File: config.mk
export PLATFORM = sky130hd
export DESIGN_NAME = moonbase_mem_master
export DESIGN_NICKNAME = d
export VERILOG_FILES = /design/src/rtl/moonbase_mem_pkg.sv /design/src/rtl/moonbase_req_fifo.sv /design/src/rtl/moonbase_mem_master.sv
export SDC_FILE = /design/constraint.sdc
export NUM_CORES = 1
export LEC_CHECK = 0
export CORE_ASPECT_RATIO = 1.2
export CORE_MARGIN = 1.5
export CORE_UTILIZATION = 53
export CTS_CLUSTER_SIZE = 28
export DETAILED_ROUTE_END_ITERATION = 6
export PLACE_DENSITY = 0.77
export SYNTH_ARGS = -nofsm -noshare
export SYNTH_HDL_FRONTEND = slang
export SYNTH_HIERARCHICAL = 1
export SYNTH_SLANG_ARGS = --single-unit
export TNS_END_PERCENT = 1
File: constraint.sdc
create_clock -name clk -period 2.65 [get_ports clk]
set_clock_uncertainty 0.05 [all_clocks]
set_input_delay 0.53 -clock clk [delete_from_list [all_inputs] [get_ports clk]]
set_output_delay 0.53 -clock clk [all_outputs]
set_load 0.005 [all_outputs]
File: src/rtl/moonbase_mem_pkg.sv
// Shared types and pin-level constants for the nibble-serial SRAM initiator.
package moonbase_mem_pkg;

    localparam int ADDR_W    = 7;
    localparam int DATA_W    = 8;
    localparam int PIN_PHASE = 7;
    localparam int PIN_WE_N  = 5;
    localparam int PIN_STB_N = 4;

    localparam logic [7:0] MEM_IDLE = 8'h30;

    typedef enum logic [1:0] {
        IDLE,
        ADDR,
        LO,
        HI
    } state_e;

    typedef struct packed {
        logic              we;
        logic [ADDR_W-1:0] addr;
        logic [DATA_W-1:0] wdata;
    } mem_req_t;

    function automatic logic [7:0] addr_pins(input logic [ADDR_W-1:0] addr);
        logic [7:0] pins;
        pins                 = '0;
        pins[PIN_PHASE]      = 1'b1;
        pins[ADDR_W-1:0]     = addr;
        return pins;
    endfunction

    // Reads keep we_n/stb_n high so a read phase can never disturb memory contents.
    function automatic logic [7:0] data_pins(input logic we, input logic [3:0] nib);
        logic [7:0] pins;
        pins = MEM_IDLE;
        if (we) begin
            pins[PIN_WE_N]  = 1'b0;
            pins[PIN_STB_N] = 1'b0;
            pins[3:0]       = nib;
        end
        return pins;
    endfunction

endpackage

File: src/rtl/moonbase_req_fifo.sv
// Small synchronous request buffer; count register separates full from empty.
module moonbase_req_fifo
    import moonbase_mem_pkg::*;
#(
    parameter int DEPTH = 2
) (
    input  logic     clk,
    input  logic     rst_n,
    input  logic     push,
    input  mem_req_t push_data,
    input  logic     pop,
    output mem_req_t head,
    output logic     full,
    output logic     empty
);

    localparam int PTR_W = (DEPTH > 1) ? $clog2(DEPTH) : 1;
    localparam int CNT_W = $clog2(DEPTH + 1);

    mem_req_t         mem_q [DEPTH];
    logic [PTR_W-1:0] wr_ptr_q, wr_ptr_d;
    logic [PTR_W-1:0] rd_ptr_q, rd_ptr_d;
    logic [CNT_W-1:0] count_q, count_d;
    logic             push_ok;
    logic             pop_ok;

    assign full    = (count_q == CNT_W'(DEPTH));
    assign empty   = (count_q == '0);
    assign push_ok = push && !full;
    assign pop_ok  = pop && !empty;
    assign head    = mem_q[rd_ptr_q];

    // DEPTH is a power of two, so pointer overflow is the modulo wrap.
    always_comb begin
        wr_ptr_d = wr_ptr_q;
        rd_ptr_d = rd_ptr_q;
        count_d  = count_q;
        if (push_ok) wr_ptr_d = wr_ptr_q + PTR_W'(1);
        if (pop_ok)  rd_ptr_d = rd_ptr_q + PTR_W'(1);
        if (push_ok && !pop_ok)      count_d = count_q + CNT_W'(1);
        else if (pop_ok && !push_ok) count_d = count_q - CNT_W'(1);
    end

    always_ff @(posedge clk or negedge rst_n) begin
        if (!rst_n) begin
            wr_ptr_q <= '0;
            rd_ptr_q <= '0;
            count_q  <= '0;
        end else begin
            wr_ptr_q <= wr_ptr_d;
            rd_ptr_q <= rd_ptr_d;
            count_q  <= count_d;
        end
    end

    always_ff @(posedge clk) begin
        if (push_ok) mem_q[wr_ptr_q] <= push_data;
    end

endmodule

File: src/rtl/moonbase_mem_master.sv
// Core-side initiator for the nibble-serial SRAM port: buffers byte requests and
// sequences address, low-nibble and high-nibble phases with registered pad outputs.
//
//  state | meaning
//  IDLE  | pads idle (8'h30), waiting for a buffered request
//  ADDR  | pads carry {1, addr}; responder latches address
//  LO    | low nibble phase (write data or read sample)
//  HI    | high nibble phase; write commits / read completes at its closing edge
module moonbase_mem_master
    import moonbase_mem_pkg::*;
#(
    parameter int ADDR_W     = moonbase_mem_pkg::ADDR_W,
    parameter int FIFO_DEPTH = 2
) (
    input  logic              clk,
    input  logic              rst_n,
    input  logic              req_valid,
    output logic              req_ready,
    input  logic              req_we,
    input  logic [ADDR_W-1:0] req_addr,
    input  logic [7:0]        req_wdata,
    output logic              rsp_valid,
    output logic              rsp_we,
    output logic [7:0]        rsp_rdata,
    output logic [7:0]        mem_out,
    input  logic [3:0]        mem_in
);

    state_e     state_q, state_d;
    mem_req_t   act_q, act_d;
    logic [3:0] rdlo_q, rdlo_d;
    logic [7:0] mem_out_q, mem_out_d;
    logic       rsp_valid_q, rsp_valid_d;
    logic       rsp_we_q, rsp_we_d;
    logic [7:0] rsp_rdata_q, rsp_rdata_d;

    mem_req_t   req_in;
    mem_req_t   fifo_head;
    logic       fifo_full;
    logic       fifo_empty;
    logic       fifo_pop;

    assign req_in = '{we: req_we, addr: req_addr, wdata: req_wdata};

    moonbase_req_fifo #(
        .DEPTH (FIFO_DEPTH)
    ) u_req_fifo (
        .clk       (clk),
        .rst_n     (rst_n),
        .push      (req_valid),
        .push_data (req_in),
        .pop       (fifo_pop),
        .head      (fifo_head),
        .full      (fifo_full),
        .empty     (fifo_empty)
    );

    assign req_ready = !fifo_full;
    assign mem_out   = mem_out_q;
    assign rsp_valid = rsp_valid_q;
    assign rsp_we    = rsp_we_q;
    assign rsp_rdata = rsp_rdata_q;

    always_comb begin
        state_d     = state_q;
        act_d       = act_q;
        rdlo_d      = rdlo_q;
        mem_out_d   = mem_out_q;
        rsp_valid_d = 1'b0;
        rsp_we_d    = 1'b0;
        rsp_rdata_d = 8'h00;
        fifo_pop    = 1'b0;

        case (state_q)
            IDLE: begin
                mem_out_d = MEM_IDLE;
                if (!fifo_empty) begin
                    fifo_pop  = 1'b1;
                    act_d     = fifo_head;
                    state_d   = ADDR;
                    mem_out_d = addr_pins(fifo_head.addr);
                end
            end
            ADDR: begin
                state_d   = LO;
                mem_out_d = data_pins(act_q.we, act_q.wdata[3:0]);
            end
            LO: begin
                state_d   = HI;
                rdlo_d    = mem_in;
                mem_out_d = data_pins(act_q.we, act_q.wdata[7:4]);
            end
            HI: begin
                rsp_valid_d = 1'b1;
                rsp_we_d    = act_q.we;
                rsp_rdata_d = act_q.we ? 8'h00 : {mem_in, rdlo_q};
                // Chain straight into the next address phase to avoid an idle gap.
                if (!fifo_empty) begin
                    fifo_pop  = 1'b1;
                    act_d     = fifo_head;
                    state_d   = ADDR;
                    mem_out_d = addr_pins(fifo_head.addr);
                end else begin
                    state_d   = IDLE;
                    mem_out_d = MEM_IDLE;
                end
            end
            default: begin
                state_d   = IDLE;
                mem_out_d = MEM_IDLE;
            end
        endcase
    end

    always_ff @(posedge clk or negedge rst_n) begin
        if (!rst_n) begin
            state_q     <= IDLE;
            act_q       <= '0;
            rdlo_q      <= '0;
            mem_out_q   <= MEM_IDLE;
            rsp_valid_q <= 1'b0;
            rsp_we_q    <= 1'b0;
            rsp_rdata_q <= 8'h00;
        end else begin
            state_q     <= state_d;
            act_q       <= act_d;
            rdlo_q      <= rdlo_d;
            mem_out_q   <= mem_out_d;
            rsp_valid_q <= rsp_valid_d;
            rsp_we_q    <= rsp_we_d;
            rsp_rdata_q <= rsp_rdata_d;
        end
    end

endmodule
==> flow_metrics.env <==
export IMPL_h_tree_depth=3
export IMPL_finalHoldViolCount=0
export IMPL_dpl_cell_area_sq_um=3227
export IMPL_synthArstFlopShare=0.5362
export IMPL_clockRootBuffer="clkbuf_8"
export IMPL_ys_types=30
export IMPL_start_util=0.5534
export IMPL_die_area_sq_um=5600
export IMPL_cts_buffer_depth=2
export IMPL_die_h_um=81.68
export IMPL_cts_resized=0
export IMPL_synth_area_top_cells="edfxtp_1 (35%), dfrtp_1 (32%), mux2_4 (4.9%), mux2_2 (4.5%), mux2_1 (4.1%)"
export IMPL_netlist_instances=159
export IMPL_power_internal_uw=2883
export IMPL_area_growth_pct=25.90
export IMPL_drtPass1Iterations=6
export IMPL_slew_violations=0
export IMPL_grt_pass1_wl_mm=7.017
export IMPL_ys_seq_area_frac=0.6911
export IMPL_drt_initial_drc_count=47
export IMPL_n_fill_cell=321
export IMPL_path_buf_inv=1
export IMPL_pwr_share_clk=0.223
export IMPL_cts_setup_buffers=0
export IMPL_gp_congestion=0.7594
export IMPL_numCtsBuffers=9
export IMPL_worstSetupStartpointType="flop"
export IMPL_finalSetupViolCount=0
export IMPL_clock_fmax_mhz=438.5
export IMPL_fin_nets=243
export IMPL_min_path_type="flop to flop"
export IMPL_portBuffers=41
export IMPL_synth_area_sq_um=2734
export IMPL_worst_pin_slew_ps=704.5
export IMPL_totalPowerFinal_uw=4081
export IMPL_crit_required_ps=2850
export IMPL_diodes=0
export IMPL_leakage_uw=0.001428
export IMPL_cts_num_sinks=69
export IMPL_p_sw_uw=1198
export IMPL_crit_arrival_ps=2480
export IMPL_drt_total_wl_mm=4.329
export IMPL_drive_above_1_share=0.2156
export IMPL_synth_edf_count=32
export IMPL_clk_latency_ps=330
export IMPL_cap_violations=0
export IMPL_ys_ff_latch=69
export IMPL_grt_usage=0.1809
export IMPL_dpl_hpwl_mm=3.064
export IMPL_antenna_left=0
export IMPL_ys_flop_type="dfrtp_1"
export IMPL_std_cell_rows=28
export IMPL_first_global_vias=1489
export IMPL_drc=0
export IMPL_postSynthAreaPerCell_sq_um=17.19
export IMPL_max_stage_delay_ps=450
export IMPL_cts_clk_slew_worst_paths_ps=70
export IMPL_end_kind="flop"
export IMPL_synth_most_common_cell="dfrtp_1"
export IMPL_rsz0062_at_grt="false"
export IMPL_post_route_period_util=0.8606
export IMPL_yosys_area_top_type="edfxtp_1"
export IMPL_grt_overflow_total=0
export IMPL_finalHoldWorstSlack_ps=427.2
export IMPL_final_cell_area_sq_um=3442
export IMPL_hold_buffers=0
export IMPL_boundaryPins=42
export IMPL_wl_per_cell_um=15.57
export IMPL_antenna_found_initial=0
export IMPL_sw_frac_of_total=0.2936
export IMPL_path_class="flop to flop"
export IMPL_p_comb_frac=0.351
export IMPL_slew_limit_headroom=0.5289
export IMPL_cts_tree="yes"
export IMPL_critPathSlowestCell="dfrtp_1"
export IMPL_synthTopCellsByCount="dfrtp_1 (35), edfxtp_1 (32), mux2_2 (11)"
export IMPL_via_per_inst=5.180
export IMPL_tns_ps=0
export IMPL_grt_start_max_net_pins=24
export IMPL_synthesis_nets=189
export IMPL_crit_path_cell_trace="inv_1 -> ha_1 -> nor2_4 -> o21ai_1 -> ha_1 -> xor2_1 -> nor2_1 -> xor2_1"
export IMPL_seqPwrFrac=0.426
export IMPL_yosysWarningCount=6
export IMPL_outcome="finished clean"
export IMPL_die_w_um=68.57
export IMPL_p_per_area_nw_per_um2=1186
export IMPL_core_area_sq_um=4940
export IMPL_path_delay_family="adder cells"
export IMPL_yosys_area_top_type_share=0.3515
export IMPL_utilization=0.6968
export IMPL_fin_crit_ps=2281
export IMPL_via_count=1440
export IMPL_irDropWorstVdd_v=0.0006300
export IMPL_cp_max_fo=10
==> worst reg2reg max path, stage by stage, from the launching register on <==
cell     delay [ps]
dfrtp_1         450
inv_1           150
ha_1            430
nor2_4          300
o21ai_1         180
ha_1            230
xor2_1          140
nor2_1          110
xor2_1          160
==> metrics by stage <==
step,instances,setup slack [ps]
final,278,369.3
after global routing,278,203.9
after CTS,278,357.1
after detailed placement,262,374.1
after global placement,262,572.5
after floorplan,159,688.6
==> cell type report <==
type / instances / area, sq um / area share
flip-flops and latches: 69 / 1889 / 0.5489
clock inverters: 5 / 73.82 / 0.02145
well taps: 60 / 75.07 / 0.02181
inverters: 5 / 18.77 / 0.005453
clock buffers: 11 / 141.4 / 0.04108
repair buffers: 46 / 460.4 / 0.1338
multi-input cells: 82 / 783.3 / 0.2276
==> power groups by stage <==
stage          clock network, uW  registers, uW  logic, uW
4_1_cts                      942           1750       1460
2_1_floorplan                  0           1680       1040
5_1_grt                      983           1790       1570
3_3_place_gp                   0           1740       1380
3_5_place_dp                   0           1770       1450
6_report                     910           1740       1430
==> cell usage in the layout (no fill, tap or decap), drive strengths merged <==
cell type	Yosys	routed
clkdlybuf4s50	0	41
and3b	2	2
xnor2	3	3
nor4bb	1	1
nor2	6	6
dfstp	2	2
nor2b	1	1
and3	5	5
nand2b	1	1
mux2	30	30
bufinv	0	2
nor3	2	2
clkinv	0	3
ha	7	7
o31ai	2	2
and2	10	10
nor4	1	1
nor4b	1	1
nand2	2	2
clkbuf	0	11
buf	3	5
inv	5	5
dfrtp	35	35
a221o	4	4
o21bai	1	1
edfxtp	32	32
o21ai	1	1
xor2	2	2
==> flip-flops by register name, summed over array words and instances, names as in the netlist <==
register and count:
u_req_fifo/rd_ptr_q 1, rsp_valid 1, rdlo_q 4, act_q 9, u_req_fifo/wr_ptr_q 1, u_req_fifo/mem_q 32
rsp_rdata 8, u_req_fifo/count_q 2, mem_out 8, rsp_we 1, state_q 2
==> routing by layer <==
layer / vias to the layer above / global-route usage / routed length, um
li1: 682 / - / -
met1: 711 / 0.2083 / 1711
met2: 41 / 0.2962 / 2340
met3: 6 / 0.06301 / 213
met4: 0 / 0.09000 / 63
met5: - / 0 / 0
==> path summary, 6_finish.rpt <==
kind                                   startpoint                                 to  slack (ps)  cells after the start
setup / recovery           state_q[0]$_DFFE_PN0P_  u_req_fifo/count_q[1]$_DFFE_PN0P_         370                      8
hold / removal              rdlo_q[3]$_DFFE_PN0N_             rsp_rdata[3]$_DFF_PN0_         430                      1
setup reg to reg           state_q[0]$_DFFE_PN0P_  u_req_fifo/count_q[1]$_DFFE_PN0P_         370                      8
hold reg to reg             rdlo_q[3]$_DFFE_PN0N_             rsp_rdata[3]$_DFF_PN0_         430                      1
max in group asynchronous                   rst_n               act_q[1]$_DFFE_PN0P_        1420                      2
min in group asynchronous                   rst_n             rsp_rdata[6]$_DFF_PN0_         570                      1
==> logic make-up (layout without fill, tap and decap cells) <==
group | Yosys count | after routing | share of synthesized area
AND/OR/NAND/NOR | 32 | 32 | 0.07781
adder cells (fa/ha/maj) | 7 | 7 | 0.03204
XOR/XNOR | 5 | 5 | 0.01602
flip-flops | 69 | 69 | 0.6911
buffers and inverters | 8 | 67 | 0.02243
multiplexers | 30 | 30 | 0.1359
AO/OA/AOI/OAI | 8 | 8 | 0.02471
(Power assumes the default switching activity.)
